[src/rtl/uart_tx_16x_if.sv]
// uart_tx_16x_if: host-side byte handshake into the UART transmitter.
// Latency: n/a (wires only); a byte transfers on any clk edge with tx_valid && tx_ready.
// Backpressure: tx_ready is low while a frame is in flight or the transmitter is disabled.
//
// Signals:
//   tx_data   byte to send (DATA_BITS wide), sampled only on the accept edge
//   tx_valid  host has a byte on tx_data
//   tx_ready  transmitter can take the byte this cycle
interface uart_tx_16x_if #(
  parameter int DATA_BITS = 8
);
  logic [DATA_BITS-1:0] tx_data;
  logic                 tx_valid;
  logic                 tx_ready;

  // Host / TX FIFO side.
  modport master (
    output tx_data,
    output tx_valid,
    input  tx_ready
  );

  // Transmitter side.
  modport slave (
    input  tx_data,
    input  tx_valid,
    output tx_ready
  );
endinterface

[src/rtl/uart_tx_16x.sv]
// uart_tx_16x: serialises bytes into start / data / optional parity / stop bits
// for the 16x-oversampling receiver, timed by the shared 1/OVERSAMPLE baud tick.
// Latency: start bit appears on the accept edge; each bit lasts OVERSAMPLE baud ticks.
// Backpressure: tx_ready is high only in IDLE with en=1, including the tx_done cycle.
//
// Ports:
//   clk        system clock
//   rst        asynchronous, active-high reset (line forced idle-high at once)
//   baud_tick  one-clk enable per 1/OVERSAMPLE bit time
//   en         gates acceptance of new frames; a frame in flight always completes
//   bus        slave side of uart_tx_16x_if (tx_data / tx_valid / tx_ready)
//   tx         serial line, idle high, registered
//   busy       frame in progress, registered
//   tx_done    one-clk pulse in the cycle after the last stop bit ends
module uart_tx_16x #(
  parameter int DATA_BITS  = 8,
  parameter int OVERSAMPLE = 16,
  parameter int STOP_BITS  = 1,
  parameter int PARITY_EN  = 0,
  parameter int PARITY_ODD = 0,
  parameter int MSB_FIRST  = 1
) (
  input  logic                clk,
  input  logic                rst,
  input  logic                baud_tick,
  input  logic                en,
  uart_tx_16x_if.slave        bus,
  output logic                tx,
  output logic                busy,
  output logic                tx_done
);

  // Tick counter spans one bit period; bit counter is shared between the
  // data phase (0..DATA_BITS-1) and the stop phase (0..STOP_BITS-1).
  localparam int CW = (OVERSAMPLE > 1) ? $clog2(OVERSAMPLE) : 1;
  localparam int BMAX = (DATA_BITS > STOP_BITS) ? DATA_BITS : STOP_BITS;
  localparam int BW = (BMAX > 1) ? $clog2(BMAX) : 1;

  localparam logic [CW-1:0] LAST_TICK = CW'(OVERSAMPLE - 1);
  localparam logic [BW-1:0] LAST_DATA = BW'(DATA_BITS - 1);
  localparam logic [BW-1:0] LAST_STOP = BW'(STOP_BITS - 1);

  typedef enum logic [2:0] {
    IDLE,
    START,
    DATA,
    PARITY,
    STOP
  } state_t;

  state_t               state_q, state_d;
  logic [CW-1:0]        tick_q, tick_d;
  logic [BW-1:0]        bit_q, bit_d;
  logic [DATA_BITS-1:0] shift_q, shift_d;
  logic                 par_q, par_d;
  logic                 tx_q, tx_d;
  logic                 busy_q, busy_d;
  logic                 done_q, done_d;

  logic                 accept;
  logic                 bit_end;
  logic                 cur_bit;
  logic [DATA_BITS-1:0] shift_adv;

  // Ready is combinational so the host sees it in the same cycle as tx_done,
  // allowing the next frame to start with no idle gap on the line.
  assign bus.tx_ready = (state_q == IDLE) && en && !rst;
  assign accept       = bus.tx_valid && bus.tx_ready;

  // A bit ends on the tick that would take the counter past OVERSAMPLE-1.
  assign bit_end = baud_tick && (tick_q == LAST_TICK);

  // The shift register only ever holds the bits still to be sent; cur_bit is
  // the next one out and shift_adv is the register after it has been consumed.
  always_comb begin
    if (MSB_FIRST != 0) begin
      cur_bit   = shift_q[DATA_BITS-1];
      shift_adv = shift_q << 1;
    end else begin
      cur_bit   = shift_q[0];
      shift_adv = shift_q >> 1;
    end
  end

  always_comb begin
    state_d = state_q;
    tick_d  = tick_q;
    bit_d   = bit_q;
    shift_d = shift_q;
    par_d   = par_q;
    tx_d    = tx_q;
    busy_d  = busy_q;
    done_d  = 1'b0;

    // Bit timing runs only while a frame is active.
    if ((state_q != IDLE) && baud_tick) begin
      tick_d = bit_end ? '0 : tick_q + CW'(1);
    end

    case (state_q)
      IDLE: begin
        // Counter held at zero so a tick coinciding with accept is not counted.
        tick_d = '0;
        tx_d   = 1'b1;
        if (accept) begin
          shift_d = bus.tx_data;
          par_d   = (^bus.tx_data) ^ (PARITY_ODD != 0);
          bit_d   = '0;
          state_d = START;
          tx_d    = 1'b0;
          busy_d  = 1'b1;
        end
      end

      START: begin
        if (bit_end) begin
          state_d = DATA;
          bit_d   = '0;
          tx_d    = cur_bit;
          shift_d = shift_adv;
        end
      end

      DATA: begin
        if (bit_end) begin
          if (bit_q == LAST_DATA) begin
            bit_d = '0;
            if (PARITY_EN != 0) begin
              state_d = PARITY;
              tx_d    = par_q;
            end else begin
              state_d = STOP;
              tx_d    = 1'b1;
            end
          end else begin
            bit_d   = bit_q + BW'(1);
            tx_d    = cur_bit;
            shift_d = shift_adv;
          end
        end
      end

      PARITY: begin
        if (bit_end) begin
          state_d = STOP;
          bit_d   = '0;
          tx_d    = 1'b1;
        end
      end

      STOP: begin
        if (bit_end) begin
          if (bit_q == LAST_STOP) begin
            state_d = IDLE;
            bit_d   = '0;
            busy_d  = 1'b0;
            done_d  = 1'b1;
          end else begin
            bit_d = bit_q + BW'(1);
          end
        end
      end

      default: begin
        state_d = IDLE;
        tx_d    = 1'b1;
        busy_d  = 1'b0;
      end
    endcase
  end

  // Reset drops any partial frame; the line returns high without waiting for clk.
  always_ff @(posedge clk or posedge rst) begin
    if (rst) begin
      state_q <= IDLE;
      tick_q  <= '0;
      bit_q   <= '0;
      shift_q <= '0;
      par_q   <= 1'b0;
      tx_q    <= 1'b1;
      busy_q  <= 1'b0;
      done_q  <= 1'b0;
    end else begin
      state_q <= state_d;
      tick_q  <= tick_d;
      bit_q   <= bit_d;
      shift_q <= shift_d;
      par_q   <= par_d;
      tx_q    <= tx_d;
      busy_q  <= busy_d;
      done_q  <= done_d;
    end
  end

  assign tx      = tx_q;
  assign busy    = busy_q;
  assign tx_done = done_q;

endmodule

[src/flat_wrapper.sv]
// flat-port wrapper written by rule: the top's interface ports become plain ports
module uart_tx_16x_flat 
#(
  parameter int DATA_BITS  = 8,
  parameter int OVERSAMPLE = 16,
  parameter int STOP_BITS  = 1,
  parameter int PARITY_EN  = 0,
  parameter int PARITY_ODD = 0,
  parameter int MSB_FIRST  = 1
)
  (clk, rst, baud_tick, en, tx, busy, tx_done, bus_tx_data, bus_tx_valid, bus_tx_ready);
  uart_tx_16x_if #(.DATA_BITS(DATA_BITS)) bus_i ();
  input  logic clk;
  input  logic rst;
  input  logic baud_tick;
  input  logic en;
  output logic tx;
  output logic busy;
  output logic tx_done;
  input wire logic [$bits(bus_i.tx_data)-1:0] bus_tx_data;
  input wire logic [$bits(bus_i.tx_valid)-1:0] bus_tx_valid;
  output wire logic [$bits(bus_i.tx_ready)-1:0] bus_tx_ready;
  assign bus_i.tx_data = bus_tx_data;
  assign bus_i.tx_valid = bus_tx_valid;
  assign bus_tx_ready = bus_i.tx_ready;
  uart_tx_16x #(.DATA_BITS(DATA_BITS), .OVERSAMPLE(OVERSAMPLE), .STOP_BITS(STOP_BITS), .PARITY_EN(PARITY_EN), .PARITY_ODD(PARITY_ODD), .MSB_FIRST(MSB_FIRST)) u_core (.clk(clk), .rst(rst), .baud_tick(baud_tick), .en(en), .bus(bus_i), .tx(tx), .busy(busy), .tx_done(tx_done));
endmodule
[config.mk]
export PLATFORM = sky130hd
export DESIGN_NAME = uart_tx_16x_flat
export DESIGN_NICKNAME = d
export VERILOG_FILES = /design/src/rtl/uart_tx_16x_if.sv /design/src/rtl/uart_tx_16x.sv /design/src/flat_wrapper.sv
export SDC_FILE = /design/constraint.sdc
export NUM_CORES = 1
export LEC_CHECK = 0
export BUFFER_PORTS_ARGS = -buffer_cell sky130_fd_sc_hd__buf_4
export CORE_AREA = 3 3 56 58
export CTS_CLUSTER_DIAMETER = 200
export DETAILED_ROUTE_END_ITERATION = 12
export DIE_AREA = 0 0 59 61
export GPL_ROUTABILITY_DRIVEN = 0
export GPL_TIMING_DRIVEN = 0
export MAX_ROUTING_LAYER = met4
export PLACE_DENSITY = 0.61
export SETUP_SLACK_MARGIN = 0.02
export SLEW_MARGIN = 20
export SYNTH_ARGS = -nofsm -noshare
export SYNTH_HDL_FRONTEND = slang
export SYNTH_SLANG_ARGS = --single-unit
[constraint.sdc]
create_clock -name clk -period 2.1 [get_ports clk]
set_clock_uncertainty 0.15 [all_clocks]
set_input_delay 0.42 -clock clk [delete_from_list [all_inputs] [get_ports clk]]
set_output_delay 0.42 -clock clk [all_outputs]
set_load 0.005 [all_outputs]
==> run_results.csv <==
group,metric,value,unit
status,outcome,"finished with violations",
status,violations,"negative setup slack",
clock_tree,htreeDepth,1,
power,p_leak,0.0007213,uW
power,power_density,957.8,mW/mm^2
placement,dp_hpwl,1658,um
route,route.met3.wl,81,um
logic_synthesis,avgSynthCellArea,10.69,sq um
floorplan,die_w,59,um
route,met2WireLength,1220,um
clock_tree,cts_tree,"done",
critical_path,worstSetupStartpointType,"flop",
sta,setup_viol,4,
route,drt_wl_total,2495,um
power,p_int,972.9,uW
sta,rsz0062_at_grt,"true",
route,wl_met1,1153,um
cells_and_area,nets,162,
sta,period_needed,2.130,ns
power,power,1487,uW
worst_hold_path,hp-class,"primary input to flop",
route,first_iter_violations,18,
cells_and_area,fin_util,57.29,%
power,power.share.sequential,44.4,%
global_route,track_usage,16.05,%
global_route,grt_pass1_wl,4195,um
cells_and_area,mostFrequentLayoutCells,"25 x buf_4, 20 x dfrtp_1, 11 x mux2_2, 10 x nand2_1, 6 x nor2_1",
critical_path,path_cells,"ha_2, ha_4, nand2b_4, or3_4, a31oi_4, buf_6, mux2_2",
floorplan,core-area,0.002710,sq mm
route,post_drt_wl_per_cell,14.26,um
logic_synthesis,synth_top_area_share,42.19,%
global_route,grt_max_degree,21,
power,power_frac_comb,42.3,%
global_route,antenna_found_initial,0,
floorplan,die_area,0.003599,sq mm
logic_synthesis,synthArstFlopShare,100.0,%
logic_synthesis,ys_seq_elements,21,
power,netSwitchingPower,514.2,uW
cells_and_area,finalNonFillerCells,175,
clock_tree,numClockSinks,21,
power,power_frac_clock,13.3,%
critical_path,worstPathArrival,2.19,ns
logic_synthesis,yosysTopAreaCell,"dfrtp_1",
placement,io_buffers,16,
clock_tree,clkTransAtPathRegs,0.12,ns
logic_synthesis,synth_seq_area_share,44.41,%
logic_synthesis,synth-edff-count,0,
floorplan,io_pins,17,
critical_path,setup.worst_path.class,"flop to flop",
floorplan,std_cell_rows,19,
route,antenna_left,0,
route,avgViaCountPerCell,5.429,
critical_path,crit_required,2.16,ns
route,top_layer,"met4",
cells_and_area,final_common_cell,"buf_4",
sta,relSlewSlack,39.44,%
sta,worstMarginPinSlew,0.9054,ns
cells_and_area,drive_above_1_share,42.36,%
placement,numPlacedInstances,158,
sta,fmax,0.4695,GHz
floorplan,die_h,61,um
route,num_vias,950,
critical_path,r2r_start,"u_core.bit_q[0]",
critical_path,slowest_delay,0.41,ns
job,maxCapViolCount,0,
route,dr.pass1.iters,4,
power,p_sw_share,34.58,%
clock_tree,clock-root-buffer,"clkbuf_4",
global_route,grt-ovfl-total,0,
critical_path,startpoint,"u_core.bit_q[0]",
logic_synthesis,syn_area,0.001186,sq mm
global_route,grt_pass1_vias,886,
worst_hold_path,hold_start,"bus_tx_data[0]",
power,ir_drop,582.4,uV
clock_tree,clock_latency,0.31,ns
logic_synthesis,syn_inst,111,
logic_synthesis,synth_cell_types,35,
route,drc,0,
sta,timing.final.ws_setup,-0.02992,ns
clock_tree,clockBufferDepth,2,
cells_and_area,area_growth,30.91,%
sta,hold_viol,0,
clock_tree,cts_buffers,3,
logic_synthesis,ys.warnings.count,0,
logic_synthesis,synth.area.top_cells,"dfrtp_1 42%, mux2_2 14%, ha_1 4.2%",
sta,fin_crit_sh,101.4,%
critical_path,cp-end-kind,"flop",
critical_path,path_max_fanout,5,
cells_and_area,diodes,0,
critical_path,slowest_stage,"dfrtp_1",
placement,pre_cts_ws,-0.1388,ns
placement,dpl_cell_area,0.001345,sq mm
cells_and_area,design_area,0.001553,sq mm
logic_synthesis,synth_flop_cell,"dfrtp_1",
sta,drv_slew,0,
logic_synthesis,synth_fp_nets,128,
floorplan,initial_core_util,43.77,%
power groups by stage:
stage                     logic, uW  registers (uW)  clock network [uW]
after floorplan                 365             639                   0
after global placement          473             655                   0
after detailed placement        483             660                   0
after CTS                       605             649                 204
after global routing            713             682                 223
final                           630             660                 198
metrics by stage:
stage / hold WS, ns / TNS (ns)
final: 0.1824 / -0.09014
after global placement: 0.3357 / -1.025
after CTS: 0.1832 / -0.3083
after global routing: 0.1861 / -0.3411
after detailed placement: 0.3447 / -0.9876
after floorplan: 0.2512 / -0.002670
state kept, by name, summed over array words and instances, names as in the netlist:
signal / cells
u_core.tick_q: 4
u_core.busy: 1
u_core.bit_q: 3
u_core.shift_q: 8
u_core.tx: 1
u_core.tx_done: 1
u_core.state_q: 3
what timing repair did:
action                                  CTS  global route
buffers inserted                          7             4
endpoints found under the setup margin    8             8
hold endpoints to repair                 20             0
gates resized for setup                  16             3
pin swaps                                 3             2
hold buffers                              2             0
cell type report:
class	instances	area, sq um
plain buffers	3	15.01
clock buffers	3	22.52
clock inverters	1	5.005
fillers	238	1157
inverters	5	22.52
multi-input cells	82	691.9
flip-flops and latches	21	526.8
well taps	31	38.79
repair buffers	29	230.2
final timing paths:
check / to / slack (ns) / cells past startpoint
setup / recovery: u_core.shift_q[3] / -0.03 / 7
hold / removal: u_core.shift_q[0] / 0.18 / 3
setup reg to reg: u_core.shift_q[3] / -0.03 / 7
hold reg to reg: u_core.shift_q[3] / 0.37 / 1
max in group asynchronous: u_core.shift_q[2] / 0.52 / 3
min in group asynchronous: u_core.tx / 0.55 / 3
layer usage:
layer,global-route usage [%],vias to the layer above
met4,4.854,0
met5,-,-
met2,25.24,17
li1,-,468
met3,3.830,4
met1,20.47,461
Yosys cell counts, drive strengths merged (2+ instances only):
cell and count:
a21oi 5, a31oi 2, buf 2, dfrtp 20, ha 4, inv 5, mux2 15, mux2i 3
nand2 10, nand2b 4, nand3b 2, nor2 7, nor2b 3, o21ai 5, o22ai 5, or3 3
worst max-delay path, delay by kind of cell, from the launching register on:
family          cells  cell delay (ns)
compound gates      1             0.16
simple gates        2             0.46
flops               1             0.41
mux                 1             0.33
buf+inv             1             0.15
fa+ha+maj           2             0.36
logic make-up (layout without fill, tap and decap cells):
logic type | Yosys count | in the layout | synth area share (%)
simple gates | 35 | 35 | 17.19
compound gates | 23 | 23 | 13.29
flops | 21 | 21 | 44.41
mux | 18 | 18 | 16.77
buf+inv | 8 | 41 | 2.636
fa+ha+maj | 4 | 4 | 4.220
xor+xnor | 2 | 2 | 1.477
No activity file was read; power rests on OpenSTA's default activity.
